### src/rtl/rc4_pkg.sv
// rc4_pkg: shared byte width, FSM state encodings and FIFO pointer-width helper
package rc4_pkg;
  localparam int BYTE_W = 8;
  typedef logic [1:0] state_t;
  localparam state_t IDLE = 2'd0;
  localparam state_t RUN = 2'd1;
  localparam state_t FLUSH = 2'd2;
  function automatic int ptr_w(input int depth);
    return $clog2(depth);
  endfunction
endpackage

### src/rtl/rc4_ks_fifo.sv
// rc4_ks_fifo: single-clock first-word-fall-through keystream byte FIFO (push/din in, pop/dout head out, full/empty flags)
module rc4_ks_fifo
  import rc4_pkg::*;
#(
  parameter int DEPTH = 8
) (
  input  logic              clk,
  input  logic              rst_n,
  input  logic              push,
  input  logic              pop,
  input  logic [BYTE_W-1:0] din,
  output logic [BYTE_W-1:0] dout,
  output logic              full,
  output logic              empty
);
  localparam int AW = ptr_w(DEPTH);
  logic [AW:0] wr, rd;
  logic [BYTE_W-1:0] mem [DEPTH];
  assign dout = mem[rd[AW-1:0]];
  assign empty = wr == rd;
  assign full = (wr[AW] != rd[AW]) && (wr[AW-1:0] == rd[AW-1:0]);
  always_ff @(posedge clk)
    if (push) mem[wr[AW-1:0]] <= din;
  always_ff @(posedge clk)
    if (!rst_n) begin
      wr <= '0;
      rd <= '0;
    end else begin
      if (push) wr <= wr + (AW+1)'(1);
      if (pop) rd <= rd + (AW+1)'(1);
    end
endmodule

### src/rtl/rc4_stream_xor.sv
// rc4_stream_xor: buffers RC4 keystream and XORs it byte-for-byte with a data stream (start/msg_len, ks_*, in_*, out_*, busy/done/ks_overflow/byte_count)
module rc4_stream_xor
  import rc4_pkg::*;
#(
  parameter int DEPTH = 8,
  parameter int LEN_W = 16
) (
  input  logic              clk,
  input  logic              rst_n,
  input  logic              start,
  input  logic [LEN_W-1:0]  msg_len,
  input  logic              ks_valid,
  input  logic [BYTE_W-1:0] ks_byte,
  output logic              ks_ready,
  input  logic              in_valid,
  input  logic [BYTE_W-1:0] in_byte,
  output logic              in_ready,
  output logic              out_valid,
  output logic [BYTE_W-1:0] out_byte,
  input  logic              out_ready,
  output logic              busy,
  output logic              done,
  output logic              ks_overflow,
  output logic [LEN_W-1:0]  byte_count
);
  state_t state;
  logic [LEN_W-1:0] len;
  logic [BYTE_W-1:0] head;
  logic full, empty, push, pop, xfer, go, out_hs;
  assign busy = state != IDLE;
  assign ks_ready = !full;
  assign in_ready = state == RUN && !empty && (!out_valid || out_ready);
  assign xfer = in_valid && in_ready;
  assign pop = xfer;
  // a full FIFO still accepts a byte when the head leaves in the same cycle
  assign push = ks_valid && (!full || pop);
  assign go = start && state == IDLE;
  assign out_hs = out_valid && out_ready;
  rc4_ks_fifo #(.DEPTH(DEPTH)) u_fifo (
    .clk(clk),
    .rst_n(rst_n),
    .push(push),
    .pop(pop),
    .din(ks_byte),
    .dout(head),
    .full(full),
    .empty(empty)
  );
  always_ff @(posedge clk)
    if (!rst_n) begin
      state <= IDLE;
      len <= '0;
      out_valid <= 1'b0;
      out_byte <= '0;
      done <= 1'b0;
      ks_overflow <= 1'b0;
      byte_count <= '0;
    end else begin
      done <= (go && msg_len == '0) || (state == FLUSH && out_hs);
      ks_overflow <= (ks_valid && full && !pop) || (ks_overflow && !go);
      out_valid <= xfer || (out_valid && !out_ready);
      if (xfer) begin
        out_byte <= in_byte ^ head;
        byte_count <= byte_count + LEN_W'(1);
      end
      if (go) begin
        byte_count <= '0;
        len <= msg_len;
        state <= msg_len == '0 ? IDLE : RUN;
      end else if (xfer && byte_count == len - LEN_W'(1)) state <= FLUSH;
      else if (state == FLUSH && out_hs) state <= IDLE;
    end
endmodule

### config.mk
export PLATFORM = sky130hd
export DESIGN_NAME = rc4_stream_xor
export DESIGN_NICKNAME = d
export VERILOG_FILES = /design/src/rtl/rc4_pkg.sv /design/src/rtl/rc4_ks_fifo.sv /design/src/rtl/rc4_stream_xor.sv
export SDC_FILE = /design/constraint.sdc
export NUM_CORES = 1
export LEC_CHECK = 0
export CORE_UTILIZATION = 35
export DETAILED_ROUTE_END_ITERATION = 8
export RECOVER_POWER = 50
export SLEW_MARGIN = 25
export SYNTH_ARGS = -nofsm -noshare
export SYNTH_HDL_FRONTEND = slang
export SYNTH_SLANG_ARGS = --single-unit
### constraint.sdc
create_clock -name clk -period 2.9 [get_ports clk]
set_input_delay 0.29 -clock clk [delete_from_list [all_inputs] [get_ports clk]]
set_output_delay 0.29 -clock clk [all_outputs]
set_load 0.1 [all_outputs]
Word level (Yosys, flattened, before mapping)
Memories as Yosys holds them, arrays and structs flattened. A register that Yosys moved wholly into a read port is not among the register bits.
Cells that the tools add are included.
{"block": "totals", "output_inout_bits": 30, "latch_bits": 0, "in_bits": 38, "register_bits": 53, "ramBits": 64, "mem_bits_ro": 0, "memories": 1}
{"name": "u_fifo.mem", "words": 8, "width": 8, "read_ports": 1, "rd_clocked_by_memory_dff": 1, "wr": 1, "line_no": "rc4_ks_fifo.sv:18", "text": "logic [BYTE_W-1:0] mem [DEPTH];"}
{"block": "classes", "n_reduce_logical": 30, "div_mod_pow": 0, "addsub": 4, "muxes": 8, "n_mul": 0, "magnitude_cmp": 0, "bitwise": 2, "shifts": 0, "n_eq_ne": 6}
{"operator": "$add A16 B1 Y16 const B", "n": 1}
{"operator": "$eq A16 B16 Y1", "n": 1}
{"operator": "$logic_not A16 Y1", "n": 1}
{"operator": "$sub A16 B1 Y16 const B", "n": 1}
{"operator": "$logic_and A1 B1 Y1", "n": 14}
{"operator": "$add A4 B1 Y4 const B", "n": 2}
{"operator": "$xor A8 B8 Y8", "n": 1}
{"operator": "$logic_not A1 Y1", "n": 6}
{"operator": "$mux W2", "n": 3}
{"operator": "$mux W3", "n": 2}
{"operator": "$logic_or A1 B1 Y1", "n": 5}
{"operator": "$eq A4 B4 Y1", "n": 1}
{"operator": "$eq A3 B3 Y1", "n": 1}
{"operator": "$mux W1", "n": 3}
{"operator": "$reduce_bool A3 Y1", "n": 1}
{"operator": "$eq A2 B1 Y1 const B", "n": 1}
{"operator": "$eq A2 B2 Y1 const B", "n": 1}
{"operator": "$logic_not A2 Y1", "n": 1}
{"operator": "$reduce_bool A2 Y1", "n": 1}
{"operator": "$reduce_or A2 Y1", "n": 1}
{"operator": "$ne A1 B1 Y1", "n": 1}
{"operator": "$not A1 Y1", "n": 1}

Depth between registers and ports, before layout
Gate-level depths: netlist (run 1).
{"block": "depth", "ltp_word": 9, "ltp_mapped": 8}

Modules after synthesis
Synthesis (run 1) repeated with hierarchy kept, for this count alone.
{"block": "unflattened", "cells_unflattened": 448, "area_unflattened_um2": 5486.5}
{"mod": "rc4_ks_fifo", "seq_area_each_um2": 2142.1, "area_each_um2": 2980.4, "cells_per_inst": 149, "instances": 1}
{"mod": "rc4_stream_xor", "seq_area_each_um2": 900.9, "area_each_um2": 2506.2, "cells_per_inst": 299, "instances": 1}

Worst setup path before layout (run 1)
No wires, ideal clock.
{"block": "synth_path", "kind": "reg2out", "startpoint": "reg u_fifo.wr[0]", "endpoint": "out in_ready", "path_stages_with_launch": 6, "arrival_time_ps": 4085, "slack_ps": -1475, "cell_sequence": "dfxtp_1 > buf_2 > xor2_1 > nor4b_2 > clkbuf_1 > nor4b_1"}
{"block": "synth_via", "elab_chain_len": 4}
{"element": "from (decl)", "line_no": "rc4_ks_fifo.sv:17", "text": "logic [AW:0] wr, rd;"}
{"element": "from (signal assigned)", "line_no": "rc4_ks_fifo.sv:29", "text": "if (push) wr <= wr + (AW+1)'(1);"}
{"element": "$eq A4 B4 Y1", "line_no": "rc4_ks_fifo.sv:20", "text": "assign empty = wr == rd;"}
{"element": "$logic_not A1 Y1", "line_no": "rc4_stream_xor.sv:32", "text": "assign in_ready = state == RUN && !empty && (!out_valid || out_ready);"}
{"element": "$logic_and A1 B1 Y1 (2 in a row)", "line_no": "rc4_stream_xor.sv:32"}
{"element": "to (decl)", "line_no": "rc4_stream_xor.sv:17", "text": "output logic in_ready,"}
No other way between the ends.

Worst setup path after layout (run 1)
Same ends and word-level chain as after synthesis.

==> run_results.csv, run 1 <==
group,metric,value,unit
outcome,outcome,"completed",
run,cap_violations,0,
synth,synth_fa_ha_area_frac,0.00919,
setup_path,cp-start-kind,"flip-flop",
setup_path,worstPathMaxFanout,13,
detailed_routing,drc_errors,0,
detailed_routing,first_pass_iters,4,
synth,muxShareOfSynthArea,0.0808,
synth,synth-seq-area-share,0.559,
worst_hold_path,hp-class,"in -> reg",
synth,postSynthAreaPerCell,11.7,sq um
synth,synth_compound_area_frac,0.0847,
clock_network,cts_tree,"yes",
grt,track_usage,0.169,
setup_path,critical_path_class,"reg -> out",
grt,first_global_vias,3866,
detailed_routing,vias_per_cell,5.12,
sta,fin_crit,2410,ps
die,die_y,127,um
synth,synthFlopType,"edfxtp_1",
placement,dp_hpwl,9080,um
clock_network,cts-root-buf,"clkbuf_16",
placement,port_buffers,67,
sta,rsz0062_at_grt,"no",
sta,fin_crit_sh,0.830,
synth,synth_top_area_cell,"edfxtp_1",
grt,grt_max_degree,34,
synth,synth_top_family_by_area,"simple AND/OR/NAND/NOR gates",
sta,finalSetupTns,0,ps
final_layout,post_layout_nonfiller_instances,738,
synth,synth_xor_area_frac,0.0740,
detailed_routing,wl_per_cell,17.0,um
synth,yosys_warnings,0,
clock_network,holdBufCountCts,0,
sta,fin_skew,6.80,ps
final_layout,n_fill_cell,1425,
final_layout,seqCellArea,0.00304,sq mm
detailed_routing,ant_nets,0,
synth,synthTopCellsByCount,"64 x edfxtp_1, 59 x nand2_1, 56 x dfxtp_1",
synth,ys_ff_latch,120,
final_layout,syn_to_final_growth,24.3,%
synth,synth_cells,465,
power_and_ir_drop,power_leakage,0.00221,uW
sta,hold_viol,0,
detailed_routing,drt-total-wl,12600,um
sta,final-setup-viol-count,0,
setup_path,worstPathArrival,2120,ps
die,dieArea,0.0161,sq mm
clock_network,cts_buffer_depth,2,
clock_network,cts_made_buffers,17,
sta,tightest_slew,1190,ps
synth,syn_area,0.00545,sq mm
detailed_routing,vias,3781,
synth,synth_edf_count,64,
final_layout,drive_above_1_share,0.138,
clock_network,cts_setup_buffers,0,
die,top_level_ports,68,
synth,syn_nets,507,
grt,antenna_found_initial,0,
detailed_routing,drt_iter0_markers,138,
die,initial_core_util,0.358,
synth,synth_most_common_cell,"edfxtp_1",
grt,grt_pass1_wl,20300,um
power_and_ir_drop,powerDensity,649,mW/mm^2
setup_path,required,2610,ps
synth,synth_top_area_share,0.353,
grt,grt_overflow,0,
clock_network,clk_pin_slew,60,ps
synth,synth-simple-area-share,0.166,
power_and_ir_drop,ir_drop,473,uV
final_layout,fin_nets,579,
clock_network,cts-htree-levels,4,
placement,place_congestion,0.817,
die,chipWidth,127,um
sta,fmax,0.415,GHz
die,core-area,0.0152,sq mm
synth,async_flop_share,0,
synth,synthTopCellsByArea,"edfxtp_1 35%, dfxtp_1 21%, mux4_2 6.6%",
setup_path,endpoint_kind,"primary output",
sta,finalMaxSlewViolations,0,
final_layout,diodes,0,
placement,dpl.cell_count,706,
clock_network,clkSinkCount,120,
sta,relSlewSlack,0.211,
synth,synth_cell_type_count,55,
clock_network,clock_latency,420,ps
die,num_rows,45,
clock_network,cts_resized,0,
final_layout,multiInputGateArea,0.00228,sq mm
==> metal layers <==
metal,vias to the layer above,part of all wire,global-route usage
met2,71,0.50,0.293
met5,-,0,0
li1,1847,-,-
met4,0,0.025,0.0812
met3,19,0.036,0.0468
met1,1844,0.44,0.192
==> worst max-delay path, stage by stage (launching register included) <==
cell and delay [ps]:
dfxtp_1 520, xor2_1 250, nor4b_2 90, buf_4 190, nor4b_4 310, buf_4 340
==> power breakdown <==
part           switching [uW]  internal [uW]  total [uW]
combinational             264            192         456
clock                     838           1220        2050
sequential               45.7           1840        1880
total                    1150           3250        4390
==> final cells by class <==
cell class	instances	area share
repair buffers	81	0.0885
clock buffers	17	0.0628
flip-flops and latches	120	0.449
clock inverters	15	0.0235
well taps	188	0.0347
inverters	7	0.00388
multi-input cells	310	0.337
==> worst paths after layout <==
kind / startpoint / endpoint / slack (ps) / cells after the start
max: u_fifo.wr[0] / in_ready / 490 / 5
min: msg_len[13] / len[13] / 470 / 3
max reg2reg: len[5] / state[0] / 510 / 6
min reg2reg: out_byte[3] / out_byte[3] / 480 / 2
==> flip-flops by register name (all words and copies together) (netlist names), named ones only <==
| signal | count |
|---|---|
| state | 2 |
| u_fifo.rd | 4 |
| out_valid | 1 |
| done | 1 |
| u_fifo.mem | 64 |
| ks_overflow | 1 |
| byte_count | 16 |
| out_byte | 8 |
| len | 16 |
| u_fifo.wr | 4 |
==> stage by stage <==
step / setup slack, ps / cell area [sq um] / util / hold slack, ps / power [uW]
after floorplan: 86.5 / 5470 / - / 389 / 2220
after global placement: 423 / 6290 / 0.414 / 473 / 2380
after detailed placement: 386 / 6290 / 0.414 / 480 / 2390
after CTS: 428 / 6870 / 0.452 / 453 / 4450
after global routing: 291 / 6770 / 0.445 / 475 / 4570
final: 492 / 6770 / 0.445 / 467 / 4390
==> layout by cell type, fill, tap and decap left out, types with 9 or more instances in the layout <==
master,n
mux4_2,16
clkdlybuf4s50_1,29
xor2_1,15
dfxtp_1,56
clkbuf_16,17
edfxtp_1,64
clkbuf_1,27
nand2_1,59
a21boi_1,9
buf_4,17
nor3_1,13
o21ai_0,15
a21boi_0,21
nor2_1,25
xnor2_1,31
==> kinds of logic after synthesis <==
family / after synthesis
muxes: 24
AOI/OAI and AO/OA: 69
buffers and inverters: 35
adders and majority gates: 4
xor gates and xnor gates: 46
and+or+nand+nor: 167
DFF: 120
(Power assumes the default switching activity.)
==> run 2, diff against run 1 <==
- clock period: 2.9 -> 2 ns (I/O delays scaled with it)
==> run 2 against run 1 <==
  * The run now ends with negative setup slack left
  * Sequential cell count stayed put
  * Sequential share of layout area is 4.3 points lower
  * First-iteration DRC count up 32%
  * Via count up 6.7%
  * Sequential power increased by 44%
  * Clock power is 39% higher
  * Worst hold slack lost 91 ps
  * Cell count is 6.1% higher
  * Non-clock buffer count up 45
  * Largest cell class unchanged
  * Critical path type is now reg -> reg
  * Combinational power rose by 97%
==> run_results.csv, run 2 (synthesis gave the netlist of run 1 again) <==
group,metric,value,unit
setup_path,worstPathArrival,2380,ps
detailed_routing,first_pass_iters,4,
die,num_rows,45,
clock_network,cts_tree,"yes",
die,die_y,127,um
die,core-area,0.0152,sq mm
setup_path,crit_cells,7,
sta,fin_skew,8.70,ps
setup_path,slowest_stage,"or4_4",
placement,dpl.cell_count,747,
setup_path,required,2310,ps
sta,hold_viol,0,
final_layout,largest_reg_flops,64,
setup_path,critPathTopFamily,"simple AND/OR/NAND/NOR gates",
setup_path,endpoint_kind,"flip-flop",
final_layout,post_layout_nonfiller_instances,783,
power_and_ir_drop,ir_drop,574,uV
grt,grt_overflow,0,
setup_path,rr_worst_depth,7,
setup_path,worstPathCellList,"or4_4 > buf_6 > nor4_4 > xnor2_1 > a21oi_1 > nand4_1 > a31o_1",
detailed_routing,ant_nets,0,
outcome,outcome,"finished with violations",
sta,fin_crit_sh,1.03,
sta,relSlewSlack,0.615,
setup_path,slowest_delay,570,ps
power_and_ir_drop,power_leakage,0.00264,uW
clock_network,cts_made_buffers,17,
sta,finalMaxSlewViolations,0,
detailed_routing,vias_per_cell,5.15,
clock_network,cts-htree-levels,4,
clock_network,cts_buffer_depth,2,
sta,fin_crit,2070,ps
placement,dp_hpwl,10100,um
grt,first_global_vias,4071,
clock_network,clkSinkCount,120,
sta,finalSetupTns,-76.3,ps
run,cap_violations,0,
sta,rsz0062_at_grt,"yes",
grt,grt_max_degree,40,
sta,fmax,0.484,GHz
clock_network,cts-root-buf,"clkbuf_16",
grt,antenna_found_initial,0,
setup_path,cp-start-kind,"flip-flop",
final_layout,syn_to_final_growth,39.0,%
final_layout,diodes,0,
grt,grt_pass1_wl,22000,um
final_layout,layout_common_cells,"64 x edfxtp_1, 58 x nand2_1, 46 x buf_4, 31 x dfxtp_1, 30 x xnor2_1",
die,chipWidth,127,um
setup_path,critical_path_class,"reg -> reg",
placement,place_congestion,0.864,
sta,final-setup-viol-count,2,
die,initial_core_util,0.358,
die,dieArea,0.0161,sq mm
die,top_level_ports,68,
detailed_routing,vias,4034,
setup_path,crit_buf_inv,1,
final_layout,layout_commonest_cell,"edfxtp_1",
detailed_routing,drc_errors,0,
grt,track_usage,0.182,
clock_network,clock_latency,420,ps
final_layout,fin_nets,624,
final_layout,n_fill_cell,1329,
worst_hold_path,hp-class,"in -> reg",
detailed_routing,drt_iter0_markers,182,
sta,tightest_slew,576,ps
worst_hold_path,hold_depth,3,
outcome,violations,"negative setup slack",
sta,setup_ws,-66.7,ps
setup_path,rrSetupSlack,-70,ps
placement,port_buffers,67,
power_and_ir_drop,powerDensity,854,mW/mm^2
detailed_routing,wl_per_cell,17.5,um
clock_network,clk_pin_slew,60,ps
detailed_routing,drt-total-wl,13700,um
final_layout,drive_above_1_share,0.339,
setup_path,worstPathMaxFanout,3,
[run 2: changes by cell type in the layout (fill, tap and decap cells not counted), moves of 4 or more]
cell      previous run  this run
buf_12               0        10
buf_4               17        46
clkbuf_1            27         3
clkbuf_2             0        27
dfxtp_1             56        31
dfxtp_2              0        22
nor3_1              13         7
nor3_4               0         4
nor4_4               0         6
[run 2: timing repair]
item / 4_1_cts / 5_1_grt
resized for setup: 22 / 18
hold buffers: 0 / 0
pin swaps: 15 / 10
setup endpoints to repair: 8 / 74
buffers inserted: 3 / 4
[run 2: report_power, final]
part | switching, uW | leakage, uW | internal [uW]
Sequential | 50.9 | 0.00105 | 2660
Combinational | 483 | 0.00132 | 416
Clock | 1230 | 0.000266 | 1620
[run 2: worst paths after layout]
kind	startpoint	end
min	msg_len[7]	len[7]
max reg2reg	len[8]	state[0]
max	len[8]	state[0]
min reg2reg	out_byte[2]	out_byte[2]
[run 2: layout make-up]
type | instances | area (sq um) | area share
Inverter | 7 | 26.3 | 0.00347
Sequential cell | 120 | 3080 | 0.407
Clock buffer | 17 | 425 | 0.0562
Timing Repair Buffer | 126 | 1100 | 0.145
Multi-Input combinational cell | 310 | 2580 | 0.340
Clock inverter | 15 | 130 | 0.0172
Tap cell | 188 | 235 | 0.0311
[run 2: layer usage]
layer	GRT usage	routed length [um]	vias up
met1	0.222	6110	1971
met4	0.0798	304	0
met3	0.0510	629	27
met5	0	0	-
li1	-	-	1933
met2	0.303	6690	103
[run 2: worst register-to-register path: cells and delay by family (launching register included)]
kind | cells | cell delay (ps)
simple gates | 3 | 1000
compound gates | 2 | 410
flops | 1 | 330
buf+inv | 1 | 140
xor+xnor | 1 | 90
[run 2: stage by stage]
| stage | worst slack [ps] | utilization | hold WS, ps | power [uW] | area (sq um) |
|---|---|---|---|---|---|
| CTS | -45.6 | 0.494 | 359 | 6500 | 7520 |
| floorplan | -181 | - | 299 | 3260 | 5650 |
| finish | -66.7 | 0.498 | 376 | 6460 | 7570 |
| global route | -146 | 0.498 | 390 | 6700 | 7570 |
| global placement | -233 | 0.451 | 466 | 3600 | 6850 |
| detailed placement | -285 | 0.451 | 470 | 3620 | 6850 |
